**src/rtl/row_sequencer.sv**
```systemverilog
// Row sequencer: walks every pixel row per frame through reset, integrate,
// settle and readout phases, handshaking each readout with the column ADC.
//
// state     | meaning
// ----------+-----------------------------------------------------------
// IDLE      | waiting for start; all outputs low
// SETUP     | new row index on select, enable low (decoder select latency)
// ROW_RST   | row enabled with pixel reset driven for RST_CYCLES
// INTEGRATE | row released for the latched exposure cycle count
// SETTLE    | row enabled for SETTLE_CYCLES before readout
// READ      | readout requested until the column ADC acknowledges
// DONE      | one-cycle frame_done pulse, then back to IDLE
module row_sequencer #(
  parameter int ROWS          = 8,
  parameter int RST_CYCLES    = 4,
  parameter int SETTLE_CYCLES = 2,
  parameter int EXP_W         = 16
) (
  input  logic                     clk,
  input  logic                     reset_n,
  input  logic                     start,
  input  logic                     abort,
  input  logic [EXP_W-1:0]         exposure,
  input  logic                     read_ack,
  output logic [$clog2(ROWS)-1:0]  row_select,
  output logic                     row_enable,
  output logic                     row_rst,
  output logic                     read_req,
  output logic                     busy,
  output logic                     frame_done
);

  localparam int ROW_W = $clog2(ROWS);
  localparam int RST_W = $clog2(RST_CYCLES + 1);
  localparam int SET_W = $clog2(SETTLE_CYCLES + 1);
  // Phase counter must hold the full exposure range as well as both fixed dwells.
  localparam int CNT_W = (EXP_W >= RST_W && EXP_W >= SET_W) ? EXP_W :
                         ((RST_W >= SET_W) ? RST_W : SET_W);

  localparam logic [ROW_W-1:0] LAST_ROW = ROW_W'(ROWS - 1);
  localparam logic [CNT_W-1:0] RST_LOAD = CNT_W'(RST_CYCLES - 1);
  localparam logic [CNT_W-1:0] SET_LOAD = CNT_W'(SETTLE_CYCLES - 1);

  typedef enum logic [2:0] {
    IDLE      = 3'd0,
    SETUP     = 3'd1,
    ROW_RST   = 3'd2,
    INTEGRATE = 3'd3,
    SETTLE    = 3'd4,
    READ      = 3'd5,
    DONE      = 3'd6
  } state_t;

  state_t             state_q, state_d;
  logic [CNT_W-1:0]   cnt_q, cnt_d;
  logic [EXP_W-1:0]   exp_q, exp_d;
  logic [ROW_W-1:0]   row_select_q, row_select_d;
  logic               row_enable_q, row_enable_d;
  logic               row_rst_q, row_rst_d;
  logic               read_req_q, read_req_d;
  logic               busy_q, busy_d;
  logic               frame_done_q, frame_done_d;

  // State, phase counter, row index and latched exposure registers; outputs registered.
  always_ff @(posedge clk or negedge reset_n) begin
    if (!reset_n) begin
      state_q      <= IDLE;
      cnt_q        <= '0;
      exp_q        <= '0;
      row_select_q <= '0;
      row_enable_q <= 1'b0;
      row_rst_q    <= 1'b0;
      read_req_q   <= 1'b0;
      busy_q       <= 1'b0;
      frame_done_q <= 1'b0;
    end else begin
      state_q      <= state_d;
      cnt_q        <= cnt_d;
      exp_q        <= exp_d;
      row_select_q <= row_select_d;
      row_enable_q <= row_enable_d;
      row_rst_q    <= row_rst_d;
      read_req_q   <= read_req_d;
      busy_q       <= busy_d;
      frame_done_q <= frame_done_d;
    end
  end

  // Next-state logic; dwell counters count down and leave the phase on zero.
  always_comb begin
    state_d      = state_q;
    cnt_d        = cnt_q;
    exp_d        = exp_q;
    row_select_d = row_select_q;
    if (abort) begin
      state_d      = IDLE;
      cnt_d        = '0;
      row_select_d = '0;
    end else begin
      case (state_q)
        IDLE: begin
          if (start) begin
            exp_d        = exposure;
            row_select_d = '0;
            state_d      = SETUP;
          end
        end
        SETUP: begin
          cnt_d   = RST_LOAD;
          state_d = ROW_RST;
        end
        ROW_RST: begin
          if (cnt_q == '0) begin
            if (exp_q == '0) begin
              cnt_d   = SET_LOAD;
              state_d = SETTLE;
            end else begin
              cnt_d   = CNT_W'(exp_q) - CNT_W'(1);
              state_d = INTEGRATE;
            end
          end else begin
            cnt_d = cnt_q - CNT_W'(1);
          end
        end
        INTEGRATE: begin
          if (cnt_q == '0) begin
            cnt_d   = SET_LOAD;
            state_d = SETTLE;
          end else begin
            cnt_d = cnt_q - CNT_W'(1);
          end
        end
        SETTLE: begin
          if (cnt_q == '0) begin
            state_d = READ;
          end else begin
            cnt_d = cnt_q - CNT_W'(1);
          end
        end
        READ: begin
          if (read_ack) begin
            if (row_select_q == LAST_ROW) begin
              state_d = DONE;
            end else begin
              row_select_d = row_select_q + ROW_W'(1);
              state_d      = SETUP;
            end
          end
        end
        DONE: begin
          row_select_d = '0;
          state_d      = IDLE;
        end
        default: begin
          cnt_d        = '0;
          row_select_d = '0;
          state_d      = IDLE;
        end
      endcase
    end
  end

  // Output decode from the next state so every output is a flop aligned with its state.
  always_comb begin
    row_enable_d = (state_d == ROW_RST) || (state_d == SETTLE) || (state_d == READ);
    row_rst_d    = (state_d == ROW_RST);
    read_req_d   = (state_d == READ);
    busy_d       = (state_d != IDLE);
    frame_done_d = (state_d == DONE);
  end

  assign row_select = row_select_q;
  assign row_enable = row_enable_q;
  assign row_rst    = row_rst_q;
  assign read_req   = read_req_q;
  assign busy       = busy_q;
  assign frame_done = frame_done_q;

endmodule

```
**config.mk**
```make
export PLATFORM = sky130hd
export DESIGN_NAME = row_sequencer
export DESIGN_NICKNAME = d
export VERILOG_FILES = /design/src/rtl/row_sequencer.sv
export SDC_FILE = /design/constraint.sdc
export NUM_CORES = 1
export LEC_CHECK = 0
export ABC_AREA = 0
export BUFFER_PORTS_ARGS = -buffer_cell sky130_fd_sc_hd__buf_2
export CAP_MARGIN = 20
export CORE_UTILIZATION = 59
export CTS_CLUSTER_SIZE = 30
export DETAILED_ROUTE_END_ITERATION = 7
export GPL_TIMING_DRIVEN = 0
export PLACE_DENSITY = 0.9
export SYNTH_ARGS = -nofsm -noshare
export SYNTH_HDL_FRONTEND = slang
export SYNTH_SLANG_ARGS = --single-unit
```
**constraint.sdc**
```tcl
create_clock -name clk -period 2.4 [get_ports clk]
set_clock_uncertainty 0.15 [all_clocks]
set_input_delay 0.72 -clock clk [delete_from_list [all_inputs] [get_ports clk]]
set_output_delay 0.72 -clock clk [all_outputs]
set_load 0.02 [all_outputs]
```
; Word-level counts from Yosys, hierarchy flattened
; Cells that the tools add are included.
[word_totals]
inputBits = 21
out_inout_bits = 8
regBits = 43
elab_cells = 61
[op_classes]
reduce_logical = 11
n_eq_ne = 17
mux = 20
n_addsub = 3
n_bitwise = 1
[op_table]
columns = cell, n
row1 = two-way mux 16 bit, 5
row2 = one-hot mux 16 bit (5 select lines), 1
row3 = two-way mux 3 bit, 12
row4 = zero test 16 bit, 2
row5 = subtractor 16 x 1 -> 16 bit (second input constant), 2
row6 = equality test 3 bit (second input constant), 7
row7 = one-hot mux 3 bit (6 select lines), 1
row8 = != test 3 bit (second input constant), 4
row9 = equality test 3 x 2 -> 1 bit (second input constant), 3
row10 = one-hot mux 3 bit (3 select lines), 1
row11 = != test 2 x 1 -> 1 bit (second input constant), 2
row12 = AND reduction 4 bit, 1
row13 = OR reduction 4 bit, 1
row14 = adder 3 x 1 -> 3 bit (second input constant), 1
row15 = equality test 3 x 1 -> 1 bit (second input constant), 1
row16 = zero test 3 bit, 1
row17 = AND reduction 3 bit, 1
row18 = nonzero test 3 bit, 1
row19 = OR reduction 3 bit, 1
row20 = logical OR 1 bit, 2
row21 = AND reduction 2 bit, 1
row22 = NOT 1 bit, 1

; Logic depth before layout (Yosys ltp)
[depth]
word_depth = 8
ltp_mapped = 9
depth_no_buf = 7

; Worst setup path after synthesis
; No wires, ideal clock.
[synth_timing]
kind = register -> register
startpoint = register cnt_q[0]
endpoint = register cnt_q[3]
setup_ps = 122
t_arrival_ps = 1808
setup_slack_ps = 320
t_required_ps = 2128
path_stages_with_launch = 9
path_buffers = 1
path_cell_list = dfrtp_1 inv_1 ha_1 nor4b_2 nand4_2 a21oi_2 buf_6 o22ai_1 a32o_1
[synth_via]
elab_chain_len = 4
elab_cells_between_ends = 9
[synth_rtl]
columns = item, line
row1 = "start, declared", 55  ; logic [CNT_W-1:0] cnt_q, cnt_d;
row2 = "start signal, assigned", 78  ; cnt_q <= cnt_d;
row3 = subtractor 16 x 1 -> 16 bit / zero test 16 bit (equally long branches), n/a
row4 = two-way mux 16 bit (on tied branches), "134, 113, 126"
row5 = one-hot mux 16 bit (5 select lines), 100  ; case (state_q)
row6 = two-way mux 16 bit, 95  ; if (abort) begin
; Parallel ways exist; a longest one is shown, timed or not. The select of a mux whose other input is x is not followed.
; A chain may end at the register's enable or synchronous reset.

; Worst setup path after layout
[layout_timing]
startpoint = register cnt_q[12]
endpoint = register cnt_q[15]
; The elaborated chain is that of the path after synthesis.

==> impl_metrics.env <==
export IMPL_status="completed"
export IMPL_leakagePower_nw=1.39
export IMPL_startpoint_type="flop"
export IMPL_initial_core_util=0.629
export IMPL_grt_ovfl_total=0
export IMPL_setup_viol=0
export IMPL_clockBufferDepth=2
export IMPL_dieArea_um2=5020
export IMPL_drive_above_1_share=0.256
export IMPL_synth_top_flop_cell="dfrtp_1"
export IMPL_synth_area_leaders="dfrtp_1, mux2_1, xor2_1, ha_1, xnor2_1"
export IMPL_multi_input_area_um2=1660
export IMPL_grt_max_degree=44
export IMPL_post_dp_cell_area_um2=3000
export IMPL_vias=2374
export IMPL_hp_class="in -> async"
export IMPL_worst_slew_pin_slew_ns=0.551
export IMPL_clockRootBuffer="clkbuf_8"
export IMPL_die_h_um=70.8
export IMPL_pre_cts_ws_ns=-0.0250
export IMPL_final_nets=339
export IMPL_drv_cap=0
export IMPL_cts_tree="yes"
export IMPL_grt_pass1_wl_um=11100
export IMPL_synth_edf_count=0
export IMPL_async_reset_ff_frac=1.00
export IMPL_dpl_hpwl_um=4750
export IMPL_end_kind="flop"
export IMPL_rr_startpoint="cnt_q[12]$_DFFE_PN0P_"
export IMPL_yosys_cell_count_top_type="dfrtp_1"
export IMPL_synth_top_area_frac=0.385
export IMPL_required_ns=2.44
export IMPL_routed_wl_um=6520
export IMPL_firstDrtPassIters=5
export IMPL_synth_area_um2=2800
export IMPL_drt_iter0_markers=225
export IMPL_vdd_ir_drop_max_uv=901
export IMPL_clk_pin_slew_ns=0.09
export IMPL_grt_total_usage=0.282
export IMPL_regArea_um2=1080
export IMPL_hold_viol_final=0
export IMPL_fin_hold_ws_ns=0.123
export IMPL_drc=0
export IMPL_ys_ff_latch=43
export IMPL_numPortBuffers=28
export IMPL_gp_congestion=0.911
export IMPL_path_class="reg -> reg"
export IMPL_first_global_vias=2317
export IMPL_fmax_ghz=0.438
export IMPL_boundaryPins=29
export IMPL_layout_setup_ws_ns=0.118
export IMPL_syn_area_per_cell_um2=10.2
export IMPL_max_slew_margin_rel=0.630
export IMPL_arrival_ns=2.32
export IMPL_diodes=0
export IMPL_slew_violations=0
export IMPL_synth_cells=273
export IMPL_ys_warnings_count=0
export IMPL_cts_buffers=5
export IMPL_cp_cell_sequence="nor4_2 > nand4_4 > a21oi_2 > buf_6 > o22ai_1 > a22o_1"
export IMPL_wire_per_inst_um=17.9
export IMPL_num_rows=24
export IMPL_syn_num_nets=300
export IMPL_antenna_left=0
export IMPL_syn_to_final_growth_pct=14.7
export IMPL_fillCellCount=313
export IMPL_core_area_um2=4440
export IMPL_via_per_inst=6.50
export IMPL_startpoint="cnt_q[12]$_DFFE_PN0P_"
export IMPL_h_tree_depth=2
export IMPL_clock_latency_ns=0.30
export IMPL_antenna_found_initial=0
export IMPL_postLayoutCellArea_um2=3210
export IMPL_p_per_area_nw_per_um2=1610
export IMPL_synth_common_cells="dfrtp_1, nor2_1, nand2_1, xor2_1, mux2_1"
export IMPL_crit_slowest_cell="nor4_2"
export IMPL_max_stage_delay_ns=0.49
export IMPL_cts_sinks=43
export IMPL_final_core_util=0.722
export IMPL_period_share=0.951
export IMPL_synth_cell_types=68
export IMPL_synth_top_area_cell="dfrtp_1"
export IMPL_die_w_um=70.8
export IMPL_critPathMaxFanout=10
export IMPL_layout_min_cycle_time_ns=2.28
export IMPL_ys_seq_area_frac=0.385
-- cell usage in the layout (no fill, tap or decap), types with 7 or more instances in the layout --
cell type  synthesis  routed
o22ai_1            8       8
dfrtp_1           43      42
clkbuf_1           7       7
o21ai_1            7       7
nand4_1            7       7
nand2_1           13      13
xnor2_1            8       8
nor2_1            17      16
a22o_1             7       7
mux2_1            10      10
buf_2              5      33
xor2_1            12      12
nor3_1             9       8
inv_1              7       7
-- final timing paths --
kind / to / slack (ns) / depth (start not counted)
max in group asynchronous: cnt_q[0]$_DFFE_PN0P_ / 1.49 / 2
worst min register to register: cnt_q[14]$_DFFE_PN0P_ / 0.39 / 1
worst min-delay path: cnt_q[11]$_DFFE_PN0P_ / 0.12 / 1
worst max-delay path: cnt_q[15]$_DFFE_PN0P_ / 0.12 / 6
min in group clk: cnt_q[14]$_DFFE_PN0P_ / 0.39 / 1
worst max register to register: cnt_q[15]$_DFFE_PN0P_ / 0.12 / 6
-- stage by stage --
stage,setup TNS [ns],power (mW),cells
floorplan,0,3.64,273
global placement,0,4.16,353
detailed placement,-0.0473,4.28,353
CTS,0,4.95,363
global route,-0.00939,5.49,365
finish,0,5.15,365
-- power breakdown --
group          internal (mW)  switching [mW]
registers              0.982           0.384
clock network          0.337           0.254
logic                   1.39            1.80
-- flip-flops by register name (all words and copies together) (netlist names) --
signal	count
cnt_q	16
exp_q	16
row_select	3
state_q	3
busy	1
frame_done	1
read_req	1
row_enable	1
row_rst	1
-- area by class of cell --
class / instances / area share
multi-input combinational: 208 / 0.519
timing repair buffer: 32 / 0.0570
buffer: 14 / 0.0218
inverter: 8 / 0.00936
clock buffer: 6 / 0.0258
clock inverter: 2 / 0.0109
tap: 52 / 0.0203
sequential: 43 / 0.336
-- layer usage --
metal,share of wire,wire [um],up-vias,track usage
met5,0,0,-,0
met4,0.020,128,0,0.0889
met3,0.052,337,13,0.0442
met2,0.50,3240,86,0.481
met1,0.43,2810,1160,0.372
li1,-,-,1115,-
-- repair_timing --
item                       in CTS  in global routing
gates resized for setup         1                  7
gates cloned                    0                  0
hold buffers                    0                  0
buffers inserted                2                  1
pin swaps                       1                  0
setup endpoints to repair       6                 22
-- cells by family (layout without fill, tap and decap cells) --
group	count (synthesis)	in the layout	synth area share
multiplexers	17	17	0.0680
flip-flops	43	43	0.385
buffers and inverters	22	62	0.0358
XOR/XNOR	20	20	0.0627
AND/OR/NAND/NOR	101	101	0.241
AO/OA/AOI/OAI	64	64	0.181
adder cells (fa/ha/maj)	6	6	0.0269
-- worst max-delay path: cells and delay by family, from the launching register on --
| kind | cells | cell delay [ns] |
|---|---|---|
| AOI/OAI and AO/OA | 3 | 0.59 |
| DFF | 1 | 0.45 |
| and+or+nand+nor | 2 | 0.80 |
| buffers and inverters | 1 | 0.17 |
(Power assumes the default switching activity.)
